### src/rtl/serial_adder_pkg.sv
// Shared definitions for the serial chunk adder: FSM encoding and the
// chunk-index width helper.
package serial_adder_pkg;

   localparam logic [1:0] IDLE = 2'd0;
   localparam logic [1:0] RUN  = 2'd1;
   localparam logic [1:0] DONE = 2'd2;

   // Index register needs at least one bit even when there is a single chunk.
   function automatic int idx_width(input int n);
      return (n <= 1) ? 1 : $clog2(n);
   endfunction

endpackage

### src/rtl/adder_slice.sv
// Combinational CHUNK-bit ripple adder; also reports the carry into its top
// bit so the caller can form signed overflow on the final chunk.
module adder_slice #(
   parameter int CHUNK = 2
) (
   input  logic [CHUNK-1:0] x,
   input  logic [CHUNK-1:0] y,
   input  logic             ci,
   output logic [CHUNK-1:0] s,
   output logic             co,
   output logic             c_msb_in
);

   logic carry;

   always_comb begin
      s        = '0;
      c_msb_in = 1'b0;
      carry    = ci;
      for (int i = 0; i < CHUNK; i++) begin
         if (i == CHUNK - 1) c_msb_in = carry;
         s[i]  = x[i] ^ y[i] ^ carry;
         carry = (x[i] & y[i]) | (x[i] & carry) | (y[i] & carry);
      end
      co = carry;
   end

endmodule

### src/rtl/serial_chunk_adder.sv
// Adds or subtracts two WIDTH-bit operands CHUNK bits per cycle, LSB chunk
// first; done pulses for one cycle once sum/carry/overflow are final.
module serial_chunk_adder
   import serial_adder_pkg::*;
#(
   parameter int WIDTH = 8,
   parameter int CHUNK = 2
) (
   input  logic             clk,
   input  logic             rst,
   input  logic             start,
   input  logic [WIDTH-1:0] a,
   input  logic [WIDTH-1:0] b,
   input  logic             sub,
   input  logic             cin,
   output logic             ready,
   output logic             done,
   output logic [WIDTH-1:0] sum,
   output logic             carry,
   output logic             overflow
);

   localparam int N  = WIDTH / CHUNK;
   localparam int IW = idx_width(N);

   generate
      if ((CHUNK < 1) || (CHUNK > WIDTH) || (WIDTH % CHUNK != 0) ||
          (WIDTH < 2) || (WIDTH > 64)) begin : g_bad_params
         $error("serial_chunk_adder: illegal WIDTH/CHUNK combination");
      end
   endgenerate

   logic [1:0]       state;
   logic [WIDTH-1:0] a_q;
   logic [WIDTH-1:0] b_q;
   logic             c_q;
   logic [IW-1:0]    idx;

   logic [CHUNK-1:0] x_chunk;
   logic [CHUNK-1:0] y_chunk;
   logic [CHUNK-1:0] s_chunk;
   logic             co_chunk;
   logic             c_msb_chunk;
   logic             last_chunk;

   assign x_chunk    = a_q[int'(idx)*CHUNK +: CHUNK];
   assign y_chunk    = b_q[int'(idx)*CHUNK +: CHUNK];
   assign last_chunk = (idx == IW'(N - 1));

   adder_slice #(.CHUNK(CHUNK)) u_slice (
      .x        (x_chunk),
      .y        (y_chunk),
      .ci       (c_q),
      .s        (s_chunk),
      .co       (co_chunk),
      .c_msb_in (c_msb_chunk)
   );

   assign ready = (state == IDLE);
   assign done  = (state == DONE);

   always_ff @(posedge clk) begin
      if (rst) begin
         state    <= IDLE;
         a_q      <= '0;
         b_q      <= '0;
         c_q      <= 1'b0;
         idx      <= '0;
         sum      <= '0;
         carry    <= 1'b0;
         overflow <= 1'b0;
      end else begin
         case (state)
            IDLE: begin
               if (start) begin
                  // Subtraction is a + ~b + 1, so invert b and force carry-in.
                  a_q   <= a;
                  b_q   <= sub ? ~b : b;
                  c_q   <= sub ? 1'b1 : cin;
                  idx   <= '0;
                  state <= RUN;
               end
            end
            RUN: begin
               sum[int'(idx)*CHUNK +: CHUNK] <= s_chunk;
               c_q <= co_chunk;
               idx <= idx + 1'b1;
               if (last_chunk) begin
                  carry    <= co_chunk;
                  overflow <= c_msb_chunk ^ co_chunk;
                  state    <= DONE;
               end
            end
            DONE:    state <= IDLE;
            default: state <= IDLE;
         endcase
      end
   end

endmodule

### config.mk
export PLATFORM = sky130hd
export DESIGN_NAME = serial_chunk_adder
export DESIGN_NICKNAME = d
export VERILOG_FILES = /design/src/rtl/serial_adder_pkg.sv /design/src/rtl/adder_slice.sv /design/src/rtl/serial_chunk_adder.sv
export SDC_FILE = /design/constraint.sdc
export NUM_CORES = 1
export LEC_CHECK = 0
export CAP_MARGIN = 25
export CORE_AREA = 2 2 58 60
export CTS_CLUSTER_DIAMETER = 40
export DETAILED_ROUTE_END_ITERATION = 6
export DIE_AREA = 0 0 60 62
export PLACE_DENSITY = 0.8
export SYNTH_ARGS = -nofsm -noshare
export SYNTH_HDL_FRONTEND = slang
export SYNTH_HIERARCHICAL = 1
export SYNTH_SLANG_ARGS = --single-unit
### constraint.sdc
create_clock -name clk -period 3.9 [get_ports clk]
set_input_delay 0.78 -clock clk [delete_from_list [all_inputs] [get_ports clk]]
set_output_delay 0.78 -clock clk [all_outputs]
set_load 0.005 [all_outputs]
==> impl_metrics.csv <==
group,metric,value,unit
floorplanning,fp.dieArea,0.003720,mm²
worst_hold_path,hp-class,"flop to flop",
cells_and_area,fin_nets,230,
setup_path,crit_fanout,13,
floorplanning,die_width,60,µm
sta,finalClockSkew,0.005409,ns
clock_network,insertion_delay,0.34,ns
setup_path,rr_endpoint,"sum[6]$_SDFFE_PP0P_",
detailed_routing,routed_wl,3116,µm
placed_design,place.port_buffers,32,
floorplanning,rows,21,
floorplanning,initial_core_util,0.4998,
global_routing,overflow,0,
synth,yosysWarningCount,6,
setup_path,cp-endpoint,"sum[6]$_SDFFE_PP0P_",
clock_network,cts_tree,"yes",
setup_path,path_cells,"mux4_2 -> inv_1 -> fa_1 -> inv_1 -> nand3b_1 -> or3_1 -> a21oi_1",
cells_and_area,fin_area,0.001991,mm²
sta,fin_crit,2.533,ns
synth,ys_types,38,
clock_network,path_clk_slew,0.10,ns
detailed_routing,ant_nets,0,
sta,rsz0062_at_grt,"false",
detailed_routing,viasPerCell,5.214,
clock_network,holdBufCountCts,0,
synth,synth_edf_count,0,
sta,worstMarginPinSlew,0.9208,ns
power_and_ir_drop,cellLeakagePower,0.0007609,µW
setup_path,start_kind,"flop",
cells_and_area,area_growth,25.28,%
sta,max_clock_freq,394.7,MHz
synth,synthCells,172,
synth,synth_flop_cell,"dfxtp_1",
placed_design,dpl.hpwl,2361,µm
synth,syn_nets,201,
global_routing,grt_max_degree,26,
run_status,status,"finished, final reports clean",
setup_path,rrSetupSlack,1.37,ns
floorplanning,die_y,62,µm
clock_network,clk_path_buf_depth,2,
floorplanning,io_pins,33,
sta,slew_viol_final,0,
setup_path,cp-startpoint,"idx[0]$_SDFFE_PP0P_",
synth,async_reset_ff_frac,0,
sta,setup_viol,0,
clock_network,cts.sinks,31,
sta,setup-tns-final,0,ns
sta,holdWs,0.4594,ns
power_and_ir_drop,ir_drop,183.3,µV
sta,maxSlewHeadroom,0.3855,
flow_run,maxCapViolCount,0,
setup_path,worstSetupPathType,"flop to flop",
placed_design,place_congestion,0.8115,
setup_path,crit_top_cell,"inv_1",
synth,ys_seq_elements,31,
cells_and_area,diodes,0,
setup_path,arrival,2.80,ns
setup_path,worstReg2RegStart,"idx[0]$_SDFFE_PP0P_",
global_routing,grt_pass1_wl,5106,µm
setup_path,cpPeakStageDelay,0.69,ns
detailed_routing,drc,0,
synth,synth_area,0.001589,mm²
setup_path,cp.required,4.16,ns
synth,ys_seq_area_frac,0.3906,
setup_path,reg2reg_depth,7,
detailed_routing,wl_per_cell,12.56,µm
clock_network,cts_resized,0,
synth,avgSynthCellArea,9.239,µm²
cells_and_area,drive_gt1_frac,0.09901,
worst_hold_path,min_from,"sum[0]$_SDFFE_PP0P_",
detailed_routing,drtIter0Drc,28,
global_routing,grt_pass1_vias,1196,
clock_network,htree_num_levels,2,
placed_design,postPlaceCellArea,0.001904,mm²
sta,final.period_utilization,0.6496,
clock_network,cts_setup_buffers,0,
cells_and_area,fillerInstances,293,
floorplanning,core,0.003179,mm²
clock_network,root_buffer,"clkbuf_4",
setup_path,cp_slowest_cell,"dfxtp_1",
global_routing,antenna_found_initial,0,
global_routing,track_usage,0.1883,
setup_path,critPathCaptureType,"flop",
clock_network,cts_buffers,5,
sta,finalHoldViolations,0,
detailed_routing,detail_route.first_pass.iterations,4,
detailed_routing,dr_total_vias,1293,
power_and_ir_drop,power-per-cell-area,369.5,mW/mm²
==> where the power goes <==
| part | total, µW | switching [µW] | internal, µW |
|---|---|---|---|
| logic | 120 | 59.9 | 60.4 |
| clock network | 267 | 116 | 151 |
| registers | 348 | 14.9 | 333 |
==> worst min-delay path by stage <==
stage | endpoint | slack, ns | cells past startpoint
global route | a_q[0]$_SDFFE_PP0P_ | 0.49 | 2
detailed placement | sum[0]$_SDFFE_PP0P_ | 0.45 | 2
CTS | sum[0]$_SDFFE_PP0P_ | 0.46 | 2
floorplan | a_q[4]$_SDFFE_PP0P_ | 0.43 | 2
global placement | sum[6]$_SDFFE_PP0P_ | 0.44 | 2
finish | sum[0]$_SDFFE_PP0P_ | 0.46 | 2
==> cells in the final DEF (no fill, tap or decap), drive strengths merged <==
cell and n:
nor2 14, inv 13, mux2i 2, a21oi 17
a211o 1, o31ai 1, o21bai 1, nand3 4
clkdlybuf4s50 32, a41o 2, clkinv 1, o21ai 3
nand2 21, mux4 4, nor2b 2, xnor2 8
or3b 1, and4b 1, a21bo 1, and3 1
nand4 2, buf 1, nand3b 4, bufinv 1
nor3b 2, or3 2, xor2 1, nand2b 3
clkbuf 6, a32o 1, fa 2, dfxtp 31
nor3 2, a211oi 8, ha 6
==> metal layers <==
layer  track usage  wire, µm  vias up
li1              -         -      646
met5             0         0        -
met4       0.07619        46        0
met1        0.1995      1283      607
met3       0.06418       165        6
met2        0.3432      1620       34
==> flip-flops by register name, indices dropped and copies added (netlist names) <==
register  cells
state         2
sum           8
carry         1
idx           2
a_q           8
c_q           1
b_q           8
overflow      1
==> cell type report <==
class	instances	area [µm²]	share of cell area
inverter	13	48.80	0.02451
tap	46	57.56	0.02891
timing repair buffer	33	327.8	0.1647
clock inverter	2	35.03	0.01760
sequential	31	620.6	0.3118
clock buffer	6	51.30	0.02577
multi-input combinational	117	849.6	0.4268
==> critical path: cells and delay by family (launching register included) <==
kind | cells | cell delay, ns
flops | 1 | 0.69
compound gates | 1 | 0.15
simple gates | 2 | 0.39
mux | 1 | 0.57
fa+ha+maj | 1 | 0.43
buf+inv | 2 | 0.23
==> through the flow <==
| stage | util | std cells | setup WS (ns) | power (µW) |
|---|---|---|---|---|
| final | 0.6261 | 248 | 1.367 | 735.6 |
| after global routing | 0.6261 | 248 | 1.129 | 769.6 |
| after CTS | 0.6261 | 248 | 1.367 | 738.5 |
| after detailed placement | 0.5990 | 240 | 1.329 | 476.1 |
| after global placement | 0.5990 | 240 | 1.392 | 468.9 |
| after floorplan | - | 172 | 1.673 | 436.3 |
==> kinds of logic (layout without fill, tap and decap cells) <==
logic type / count (synthesis) / in the layout / synth area share
fa+ha+maj: 8 / 8 / 0.07244
flops: 31 / 31 / 0.3906
buf+inv: 24 / 54 / 0.07479
simple gates: 59 / 59 / 0.1898
xor+xnor: 9 / 9 / 0.04961
mux: 6 / 6 / 0.06929
compound gates: 35 / 35 / 0.1535
==> cells in the mapped netlist, types with 2 or more instances <==
library cell / number / area, µm²
inv_1: 13 / 48.80
a21oi_1: 17 / 85.08
nand3b_1: 4 / 30.03
a41o_1: 2 / 20.02
nand2b_1: 3 / 18.77
nor3_1: 2 / 10.01
dfxtp_1: 31 / 620.6
nand3_1: 4 / 20.02
nand4_1: 2 / 12.51
a211oi_2: 4 / 50.05
xnor2_1: 8 / 70.07
mux4_2: 4 / 90.09
mux2i_1: 2 / 20.02
a211oi_1: 4 / 30.03
buf_4: 2 / 15.01
or3_1: 2 / 12.51
nor2_1: 14 / 52.55
buf_2: 5 / 25.02
ha_1: 6 / 75.07
nand2_1: 21 / 78.83
o21ai_0: 3 / 15.01
buf_6: 2 / 22.52
fa_1: 2 / 40.04
No activity file was read; power rests on OpenSTA's default activity.
